**src/rtl/param_mem_pkg.sv**
```systemverilog
// Shared definitions for the dual-mode (RAM / FIFO) parameter memory.
//   MODE_RAM / MODE_FIFO : encodings of the mode input
//   DEFAULT_DATA_WIDTH   : default word width in bits
//   DEFAULT_ADDR_WIDTH   : default address width (depth = 2**ADDR_WIDTH)
package param_mem_pkg;
  localparam logic MODE_RAM  = 1'b0;
  localparam logic MODE_FIFO = 1'b1;

  localparam int DEFAULT_DATA_WIDTH = 8;
  localparam int DEFAULT_ADDR_WIDTH = 3;
endpackage

```
**src/rtl/mem_core.sv**
```systemverilog
// Storage array for param_mem_fifo: synchronous write, synchronous registered
// read, synchronous clear of every word and of the read register.
// Ports:
//   clock    : rising-edge clock
//   clear    : synchronous clear (all words and rd_data to 0)
//   wr_en    : write wr_data into mem[wr_addr]
//   wr_addr  : write address
//   wr_data  : write data
//   rd_en    : load rd_data from mem[rd_addr]; rd_data holds otherwise
//   rd_addr  : read address
//   rd_data  : registered read data
module mem_core
  import param_mem_pkg::*;
#(
  parameter int DATA_WIDTH = DEFAULT_DATA_WIDTH,
  parameter int ADDR_WIDTH = DEFAULT_ADDR_WIDTH
) (
  input  logic                  clock,
  input  logic                  clear,
  input  logic                  wr_en,
  input  logic [ADDR_WIDTH-1:0] wr_addr,
  input  logic [DATA_WIDTH-1:0] wr_data,
  input  logic                  rd_en,
  input  logic [ADDR_WIDTH-1:0] rd_addr,
  output logic [DATA_WIDTH-1:0] rd_data
);
  localparam int DEPTH = 1 << ADDR_WIDTH;

  logic [DATA_WIDTH-1:0] mem [DEPTH];

  // Read and write share one edge; the read samples the old word, so a
  // same-address read/write returns the previous contents.
  always_ff @(posedge clock) begin
    if (clear) begin
      for (int i = 0; i < DEPTH; i++) begin
        mem[i] <= '0;
      end
      rd_data <= '0;
    end else begin
      if (wr_en) begin
        mem[wr_addr] <= wr_data;
      end
      if (rd_en) begin
        rd_data <= mem[rd_addr];
      end
    end
  end
endmodule

```
**src/rtl/param_mem_fifo.sv**
```systemverilog
// Dual-mode word memory: addressed RAM (mode=0) or pointer-addressed FIFO
// (mode=1) over one shared storage array.
// Ports:
//   clock, reset : rising-edge clock, synchronous active-high reset
//   chip_select  : block enable; 0 suppresses every request
//   mode         : 0 = RAM, 1 = FIFO
//   write_en     : write request
//   read_en      : read request
//   address      : RAM-mode word address (ignored in FIFO mode)
//   data_in      : write data
//   data_out     : registered read data, holds when no read is accepted
//   data_valid   : one-cycle pulse, data_out updated this cycle
//   full, empty  : FIFO status (0 / 1 in RAM mode)
//   count        : FIFO occupancy 0..DEPTH (0 in RAM mode)
//   overflow     : sticky, a FIFO write was rejected while full
//   underflow    : sticky, a FIFO read was rejected while empty
module param_mem_fifo
  import param_mem_pkg::*;
#(
  parameter int DATA_WIDTH = DEFAULT_DATA_WIDTH,
  parameter int ADDR_WIDTH = DEFAULT_ADDR_WIDTH
) (
  input  logic                  clock,
  input  logic                  reset,
  input  logic                  chip_select,
  input  logic                  mode,
  input  logic                  write_en,
  input  logic                  read_en,
  input  logic [ADDR_WIDTH-1:0] address,
  input  logic [DATA_WIDTH-1:0] data_in,
  output logic [DATA_WIDTH-1:0] data_out,
  output logic                  data_valid,
  output logic                  full,
  output logic                  empty,
  output logic [ADDR_WIDTH:0]   count,
  output logic                  overflow,
  output logic                  underflow
);
  localparam logic [ADDR_WIDTH:0] DEPTH_CNT = {1'b1, {ADDR_WIDTH{1'b0}}};

  logic                  mode_q;
  logic [ADDR_WIDTH-1:0] wr_ptr;
  logic [ADDR_WIDTH-1:0] rd_ptr;
  logic [ADDR_WIDTH:0]   cnt_q;

  logic mode_change;
  logic active;
  logic fifo_q;
  logic fifo_full;
  logic fifo_empty;
  logic ram_wr;
  logic ram_rd;
  logic wr_acc;
  logic rd_acc;
  logic mem_wr_en;
  logic mem_rd_en;
  logic [ADDR_WIDTH-1:0] mem_wr_addr;
  logic [ADDR_WIDTH-1:0] mem_rd_addr;

  // A mode switch resets the pointers and swallows that cycle's requests,
  // so requests are qualified against the registered mode.
  assign mode_change = (mode != mode_q);
  assign active      = chip_select && !mode_change;
  assign fifo_q      = (mode_q == MODE_FIFO);
  assign fifo_full   = (cnt_q == DEPTH_CNT);
  assign fifo_empty  = (cnt_q == '0);

  assign ram_wr = active && !fifo_q && write_en;
  assign ram_rd = active && !fifo_q && read_en;
  assign rd_acc = active && fifo_q && read_en && !fifo_empty;
  // When full, a simultaneous accepted read frees the slot being written.
  assign wr_acc = active && fifo_q && write_en && (!fifo_full || rd_acc);

  assign mem_wr_en   = ram_wr || wr_acc;
  assign mem_rd_en   = ram_rd || rd_acc;
  assign mem_wr_addr = fifo_q ? wr_ptr : address;
  assign mem_rd_addr = fifo_q ? rd_ptr : address;

  mem_core #(
    .DATA_WIDTH(DATA_WIDTH),
    .ADDR_WIDTH(ADDR_WIDTH)
  ) u_mem_core (
    .clock  (clock),
    .clear  (reset),
    .wr_en  (mem_wr_en),
    .wr_addr(mem_wr_addr),
    .wr_data(data_in),
    .rd_en  (mem_rd_en),
    .rd_addr(mem_rd_addr),
    .rd_data(data_out)
  );

  always_ff @(posedge clock) begin
    if (reset) begin
      mode_q     <= mode;
      wr_ptr     <= '0;
      rd_ptr     <= '0;
      cnt_q      <= '0;
      data_valid <= 1'b0;
      overflow   <= 1'b0;
      underflow  <= 1'b0;
    end else begin
      mode_q     <= mode;
      data_valid <= mem_rd_en;
      if (mode_change) begin
        wr_ptr <= '0;
        rd_ptr <= '0;
        cnt_q  <= '0;
      end else begin
        if (wr_acc) begin
          wr_ptr <= wr_ptr + ADDR_WIDTH'(1);
        end
        if (rd_acc) begin
          rd_ptr <= rd_ptr + ADDR_WIDTH'(1);
        end
        case ({wr_acc, rd_acc})
          2'b10:   cnt_q <= cnt_q + (ADDR_WIDTH+1)'(1);
          2'b01:   cnt_q <= cnt_q - (ADDR_WIDTH+1)'(1);
          default: cnt_q <= cnt_q;
        endcase
        if (active && fifo_q && write_en && !wr_acc) begin
          overflow <= 1'b1;
        end
        if (active && fifo_q && read_en && fifo_empty) begin
          underflow <= 1'b1;
        end
      end
    end
  end

  assign full  = fifo_q && fifo_full;
  assign empty = !fifo_q || fifo_empty;
  assign count = fifo_q ? cnt_q : '0;
endmodule
```
**config.mk**
```make
export PLATFORM = sky130hd
export DESIGN_NAME = param_mem_fifo
export DESIGN_NICKNAME = d
export VERILOG_FILES = /design/src/rtl/param_mem_pkg.sv /design/src/rtl/mem_core.sv /design/src/rtl/param_mem_fifo.sv
export SDC_FILE = /design/constraint.sdc
export NUM_CORES = 1
export LEC_CHECK = 0
export CORE_ASPECT_RATIO = 1.4
export CORE_MARGIN = 4
export CORE_UTILIZATION = 45
export DETAILED_ROUTE_END_ITERATION = 8
export PLACE_DENSITY = 0.71
export SYNTH_ARGS = -nofsm -noshare
export SYNTH_HDL_FRONTEND = slang
export SYNTH_SLANG_ARGS = --single-unit
export TNS_END_PERCENT = 1
```
**constraint.sdc**
```tcl
create_clock -name clock -period 4.8 [get_ports clock]
set_input_delay 0.72 -clock clock [delete_from_list [all_inputs] [get_ports clock]]
set_output_delay 0.72 -clock clock [all_outputs]
set_load 0.05 [all_outputs]
```
## Word-level counts from Yosys, hierarchy flattened

Memories as Yosys holds them, arrays and structs flattened. A register that Yosys moved wholly into a read port is not among the register bits.
Cells that the tools add are included.

| storage, ports and cells | value |
|---|---|
| register bits | 14 |
| RAM bits | 64 |
| input port bits | 17 |
| word-level logic and storage cells | 56 |
| memories | 1 |

| operators by class | value |
|---|---|
| $add $sub $neg | 4 |
| equal/unequal tests | 4 |
| mux-type cells | 12 |
| bitwise logic cells | 1 |
| reductions and logical operators | 27 |

Memory list:

| memory | depth | width | rd ports | clocked after memory_dff | wr ports | RTL line | RTL |
|---|---|---|---|---|---|---|---|
| u_mem_core.mem | 8 | 8 | 1 | 1 | 8 | mem_core.sv:29 | `logic [DATA_WIDTH-1:0] mem [DEPTH];` |

Operators with widths:

| kind | count |
|---|---|
| 1-bit logical AND | 12 |
| 3-bit 2-to-1 mux | 3 |
| 8-bit 2-to-1 mux | 1 |
| 4-bit one-hot mux with 2 select lines | 1 |
| 8-bit OR reduction | 1 |
| 3-bit by 1-bit adder with 3-bit output (second input constant) | 2 |
| 1-bit 2-to-1 mux | 6 |
| 1-bit zero test | 5 |
| 4-bit by 1-bit adder with 4-bit output (second input constant) | 1 |
| 4-bit equality test (second input constant) | 1 |
| 4-bit zero test | 1 |
| 1-bit logical OR | 4 |
| 4-bit 2-to-1 mux | 1 |
| 2-bit AND reduction | 2 |
| 4-bit by 1-bit subtractor with 4-bit output (second input constant) | 1 |
| 2-bit by 1-bit equality test with 1-bit output (second input constant) | 1 |
| 2-bit equality test (second input constant) | 1 |
| 2-bit nonzero test | 1 |
| 2-bit OR reduction | 1 |
| 1-bit inequality test | 1 |
| 1-bit inverter | 1 |

## Longest topological paths before layout

| depth | value |
|---|---|
| depth after elaboration | 14 |
| depth in mapped cells | 9 |
| depth with buffers taken out | 7 |

## Modules after synthesis

From an unflattened synthesis, not the netlist that was laid out.

| unflattened totals | value |
|---|---|
| cell total of the unflattened synthesis | 343 |
| area, all modules | 4,119.0 sq um |

By module, submodules not included:

| module | times used | cells an instance | area each (sq um) | sequential area each (sq um) |
|---|---|---|---|---|
| mem_core | 1 | 233 | 3,279.4 | 2,082.0 |
| param_mem_fifo | 1 | 110 | 839.6 | 280.3 |

## Worst setup path after synthesis

No wires, ideal clock.

| timing path | value |
|---|---|
| path type | input to register |
| start | input port mode |
| end | memory u_mem_core.mem[0][0] in the netlist's numbering, enable pin |
| arrival | 2.104 ns |
| required time | 4.471 ns |
| setup slack | 2.367 ns |
| stages on the path | 3 |
| cells stage by stage | nand4bb_2 -> a2111oi_2 -> or2_1 |

RTL lines:

| what | RTL line | RTL |
|---|---|---|
| start: declaration | param_mem_fifo.sv:26 | `input logic mode,` |
| end: declaration | mem_core.sv:29 |  |

==> flow_metrics.env <==
export IMPL_outcome="completed"
export IMPL_met2_length_um=4770
export IMPL_whs_ns=0.453
export IMPL_final_replace_weighted_congestion=0.889
export IMPL_commonest_non_fill_non_tap_cells_in_the_layout="69 x sky130_fd_sc_hd__and2_1, 64 x sky130_fd_sc_hd__edfxtp_1, 33 x sky130_fd_sc_hd__clkdlybuf4s50_1"
export IMPL_vias_in_the_first_global_route=2659
export IMPL_rsz0062_at_grt="no"
export IMPL_clock_root_buffer="sky130_fd_sc_hd__clkbuf_16"
export IMPL_r2r_setup_slack_ns=1.76
export IMPL_slew_viol_final=0
export IMPL_design_final_nets=365
export IMPL_criticalPathCategory="input pin to flip-flop"
export IMPL_post_cts_buffers=0
export IMPL_post_drt_via_cell_ratio=5.67
export IMPL_detailedPlacementHpwl_um=6750
export IMPL_worst_path_max_fanout=9
export IMPL_report_final_hold_viol_count=0
export IMPL_synthCells=314
export IMPL_finalCritPeriodShare_pct=64.4
export IMPL_synth_ff_latch_count=86
export IMPL_tritoncts_sinks=86
export IMPL_cts_repair_resize_count=0
export IMPL_fmax_mhz=324
export IMPL_clkSlewWorstSetupHoldPaths_ns=0.06
export IMPL_min_from="u_mem_core.rd_data[5]"
export IMPL_max_cap_check_violation_count=0
export IMPL_worst_setup_path_startpoint="mode"
export IMPL_worst_slew_margin_rel_pct=44.0
export IMPL_grt_overflow=0
export IMPL_critical_path_reg2reg_endpoint="u_mem_core.mem[1][5]"
export IMPL_floorplan_rows=41
export IMPL_area_growth_pct=17.0
export IMPL_wl_per_cell_um=19.9
export IMPL_drt_met1_wl_um=3550
export IMPL_finalCoreUtilization_pct=54.0
export IMPL_mappedNetlistArea_um2=4170
export IMPL_post_route_cells_drive_above_1_share_pct=14.6
export IMPL_ctsLongestPathBuffers=2
export IMPL_placed_cells_incl_taps=441
export IMPL_holdBufCountCts=0
export IMPL_dieArea_um2=10900
export IMPL_critical_path_required_ns=4.80
export IMPL_drt_iter0_markers=180
export IMPL_period_needed_ns=3.09
export IMPL_timing_reg2reg_worst_path_depth=4
export IMPL_setup_worst_path_end_class="flip-flop"
export IMPL_power_per_cell_area_nw_per_um2=343
export IMPL_via_count=2591
export IMPL_critical_path_cell_chain="clkdlybuf4s50_1 > nand4bb_2 > a2111oi_2 > or2_1"
export IMPL_grt_start_max_net_pins=27
export IMPL_skew_ns=0.00631
export IMPL_grt_antenna_before_repair=0
export IMPL_ant_nets=0
export IMPL_yosys_warnings=0
export IMPL_synth_sequential_area_ratio_pct=56.7
export IMPL_grt_pass1_wl_um=14700
export IMPL_drc=0
export IMPL_postLayoutCellArea_um2=4880
export IMPL_io_pins=34
export IMPL_finalWirelength_um=9120
export IMPL_critical_path_endpoint="u_mem_core.mem[1][5]"
export IMPL_place_port_buffers=33
export IMPL_die_h_um=122
export IMPL_layout_commonest_cell="sky130_fd_sc_hd__and2_1"
export IMPL_number_of_buffers_inserted_during_clock_tree_synthesis=9
export IMPL_cpMaxStageDelayCell="sky130_fd_sc_hd__a2111oi_2"
export IMPL_slowest_delay_ns=0.87
export IMPL_hold_class="flip-flop to flip-flop"
export IMPL_drtPass1Iterations=4
export IMPL_finalSetupTns_ns=0
export IMPL_insertedDiodeCount=0
export IMPL_setup_violations_final=0
export IMPL_place_area_um2=4560
export IMPL_floorplan_initialDensity_pct=46.2
export IMPL_detailroute_wirelength_met3_um=481
export IMPL_syn_area_per_cell_um2=13.3
export IMPL_synthDistinctLibCells=50
export IMPL_clock_insertion_delay_worst_skew_ns=0.33
export IMPL_worst_setup_path_start_kind="input pin"
export IMPL_synth_fp_nets=334
export IMPL_track_usage_pct=18.8
export IMPL_fp_coreArea_um2=9030
export IMPL_total_leakage_power_nw=1.72
export IMPL_timing_rr_start="fifo_q"
export IMPL_tightestPinTransition_ns=0.838
export IMPL_highest_layer="met4"
export IMPL_irDropWorstVdd_mv=0.186
export IMPL_cts_htree_levels=3
export IMPL_arrival_ns=3.09
export IMPL_final_cell_count_no_fill=457
export IMPL_die_width_um=89.3
export IMPL_tritoncts_clock_tree="yes"
==> power by group <==
part / switching (mW) / total [mW] / internal [mW]
Clock: 0.271 / 0.724 / 0.453
Combinational: 0.0694 / 0.116 / 0.0461
Sequential: 0.0126 / 0.832 / 0.820
Total: 0.353 / 1.67 / 1.32
==> critical path: cells and delay by family <==
kind                   cells  cell delay, ns
buffers and inverters      1            0.53
AO/OA/AOI/OAI              1            0.87
AND/OR/NAND/NOR            2            0.98
==> synthesized netlist by cell type (all sizes together) <==
master / n / share of area, %
a211oi: 2 / 0.48
o31ai: 1 / 0.18
and4: 2 / 0.42
nor4: 3 / 0.45
and3b: 1 / 0.21
xor2: 4 / 0.84
or2: 9 / 1.4
nor2b: 2 / 0.30
nand4bb: 2 / 0.66
dfxtp: 22 / 11
or4: 1 / 0.18
and2: 69 / 10
o32ai: 1 / 0.21
o21a: 1 / 0.18
a32oi: 1 / 0.21
nor4b: 2 / 0.42
mux2i: 4 / 0.96
clkbuf: 5 / 0.48
xnor2: 2 / 0.42
a21o: 1 / 0.18
edfxtp: 64 / 46
buf: 10 / 1.5
or3b: 1 / 0.21
nand2: 11 / 0.99
o211ai: 1 / 0.18
nor3b: 1 / 0.18
a21oi: 2 / 0.24
nor4bb: 1 / 0.24
nand3: 27 / 3.2
o21ai: 3 / 0.63
a31oi: 4 / 0.60
ha: 3 / 0.90
nand4: 2 / 0.30
nor2: 10 / 0.90
mux4: 16 / 8.6
inv: 3 / 0.27
or3: 2 / 0.30
or4b: 1 / 0.33
a2111oi: 8 / 3.5
mux2: 4 / 1.1
nor3: 5 / 0.60
==> flip-flops by register name, indices dropped and copies added, names as in the netlist <==
name                cells
u_mem_core.mem         64
u_mem_core.rd_data      8
cnt_q                   4
rd_ptr                  3
wr_ptr                  3
data_valid              1
fifo_q                  1
overflow                1
underflow               1
==> per-layer routing <==
metal | up-vias | GRT usage, %
met4 | 0 | 9.50
met3 | 16 | 3.72
met5 | - | 0
li1 | 1247 | -
met2 | 89 | 30.4
met1 | 1239 | 23.8
==> metrics by stage <==
| stage | setup slack, ns | power, mW |
|---|---|---|
| 4_1_cts | 1.72 | 1.68 |
| 2_1_floorplan | 2.37 | 0.913 |
| 6_report | 1.71 | 1.67 |
| 3_5_place_dp | 1.37 | 0.963 |
| 5_1_grt | 1.52 | 1.73 |
| 3_3_place_gp | 1.52 | 0.964 |
==> cell type report <==
class,instances,area [um2]
tap,107,134
fill,737,4150
clock inverter,7,87.6
clock buffer,9,225
sequential,86,2360
timing repair buffer,35,345
inverter,3,11.3
multi-input combinational,210,1710
==> worst min path at each step <==
stage | end | slack (ns) | depth (start not counted)
5_1_grt | u_mem_core.rd_data[7] | 0.48 | 2
3_5_place_dp | u_mem_core.rd_data[5] | 0.45 | 2
6_report | u_mem_core.rd_data[5] | 0.45 | 2
2_1_floorplan | rd_ptr[1] | 0.47 | 2
3_3_place_gp | u_mem_core.rd_data[5] | 0.44 | 2
4_1_cts | u_mem_core.rd_data[5] | 0.46 | 2
==> kinds of logic (layout without fill, tap and decap cells) <==
family                   Yosys count  count (layout)  synth area share (%)
adder cells (fa/ha/maj)            3               3                 0.901
AO/OA/AOI/OAI                     25              25                  6.58
AND/OR/NAND/NOR                  152             152                  21.6
buffers and inverters             18              54                  2.25
multiplexers                      24              24                  10.7
flip-flops                        86              86                  56.7
XOR/XNOR                           6               6                  1.26
Power figures use the tool's default switching activity.
==> RTL change (same settings) <==
Set the package constant `DEFAULT_DATA_WIDTH` to 6 (it was 8).
--- a/src/rtl/param_mem_pkg.sv
+++ b/src/rtl/param_mem_pkg.sv
@@ -8,3 +8,3 @@
 
-  localparam int DEFAULT_DATA_WIDTH = 8;
+  localparam int DEFAULT_DATA_WIDTH = 6;
   localparam int DEFAULT_ADDR_WIDTH = 3;
Interface: changed (resized data_in and data_out); port bits go from 34 to 30. No check against the original RTL was run, so the function may have changed too.
==> RTL change against the unedited design <==
  * Sequential cell count is 18 lower
  * Largest cell class unchanged
  * Maximum frequency is 3.8% higher
  * Wire length is 24% lower
  * Design area is 21% lower
  * Setup slack better by 0.11 ns
  * Area after synthesis is 22% lower
  * Worst hold slack worse by 0.016 ns
  * First-iteration DRC count is 8.3% lower
  * Power is 21% lower
==> RTL change: results (changes against the unedited design) <==
The largest net degree at the start of global routing is 24 (-11%). The routing usage on met3 came out at 4.13% (+0.41 points). The number of multi-input combinational cells in the layout came to 200 (-4.8%). In this run the critical register-to-register path is captured at u_mem_core.mem[3][5].

The count of non-CTS inverters in the layout came out at 4 (+1). The clock-pin slew on the worst setup and hold paths came out at 0.08 ns (+0.02 ns). The number of different library cells in the post-synthesis netlist came out at 51 (+2.0%). The latest clock arrival within the worst-skew pair is 0.35 ns (+0.02 ns).

The count of filler cells inserted in the layout is 617 (-16%). The total routed wire length on the met1 layer is 2870 µm (-19%). The register share of the cell area came out at 47.6% (-0.83 points).

The number of flip-flops in the largest register came out at 48 (-25%). The critical path starts at cnt_q[3]. The last weighted congestion value of the routability-driven placer came out at 0.813 (-8.6%). The category of the worst setup path launch point is a register.

The largest registers in the layout are u_mem_core.mem x48, u_mem_core.rd_data x6, cnt_q x4. The run finished with clean final reports. Sorting the synthesized cells by area gives the leading types as sky130_fd_sc_hd__edfxtp_1 (44%), sky130_fd_sc_hd__dfxtp_1 (12%), sky130_fd_sc_hd__nor2_1 (7.5%), sky130_fd_sc_hd__mux4_2 (6.9%), sky130_fd_sc_hd__nand2_1 (3.9%). The length of the first detailed-routing pass in iterations is 5 (+1). The worst hold slack across all endpoints is 0.437 ns (-0.0157 ns). The layout overhead on the synthesized area is 18.4%. The via count of the first global-routing pass is 2285 (-14%). The mean routed wirelength per cell is 16.9 µm (-15%). The post-synth net total was 302 (-9.6%). The wire length of the first global-routing pass came out at 11600 µm (-22%). The clock root buffer is sky130_fd_sc_hd__clkbuf_8. The global routing met2 resource utilization is 30.1% (-0.30 points). The count of flip-flops with a built-in enable after synthesis came to 48 (-25%).

The via count normalized by instance count is 5.41 (-4.6%). The clock tree cell share of total cell area is 6.37% (-0.042 points). The final instance count without filler cells came out at 413 (-9.6%).

The worst hold path begins at u_mem_core.rd_data[3]. The register-to-register path setup slack is 2.39 ns (+0.63 ns). The power per cell area is 343 mW/mm² (about the same).

The worst setup timing slack at the placement stage came out at 1.58 ns (+0.216 ns). The cell count after placement came to 397 (-10%). The path with the worst hold slack has its endpoint at u_mem_core.rd_data[3].

The instance count of the mapped netlist is 284 (-9.6%).
RTL change: cell types whose count changed in the layout (fill, tap and decap cells not counted), sizes merged, moves of 8 or more:
cell     change
a21o         +8
a2111oi      -8
or2          -8
and2        -63
nand2       +24
nand3       -27
nand2b       +9
nor2        +55
edfxtp      -16
RTL change: kinds of logic (layout without fill, tap and decap cells):
group	Yosys count	in the layout	synth area share [%]
mux	14	14	8.12
flops	68	68	56.4
compound gates	45	45	11.0
buf+inv	16	50	2.37
fa+ha+maj	3	3	1.15
simple gates	132	132	19.4
xor+xnor	6	6	1.61
RTL change: power breakdown:
part           internal [mW]  total (mW)  switching [mW]
Sequential             0.643       0.649         0.00654
Clock                  0.347       0.576           0.229
Combinational         0.0403       0.101          0.0612
RTL change: worst max-delay path, delay by kind of cell (launching register included):
| family | cells | cell delay [ns] |
|---|---|---|
| flops | 1 | 0.39 |
| buf+inv | 1 | 0.80 |
| simple gates | 2 | 0.72 |
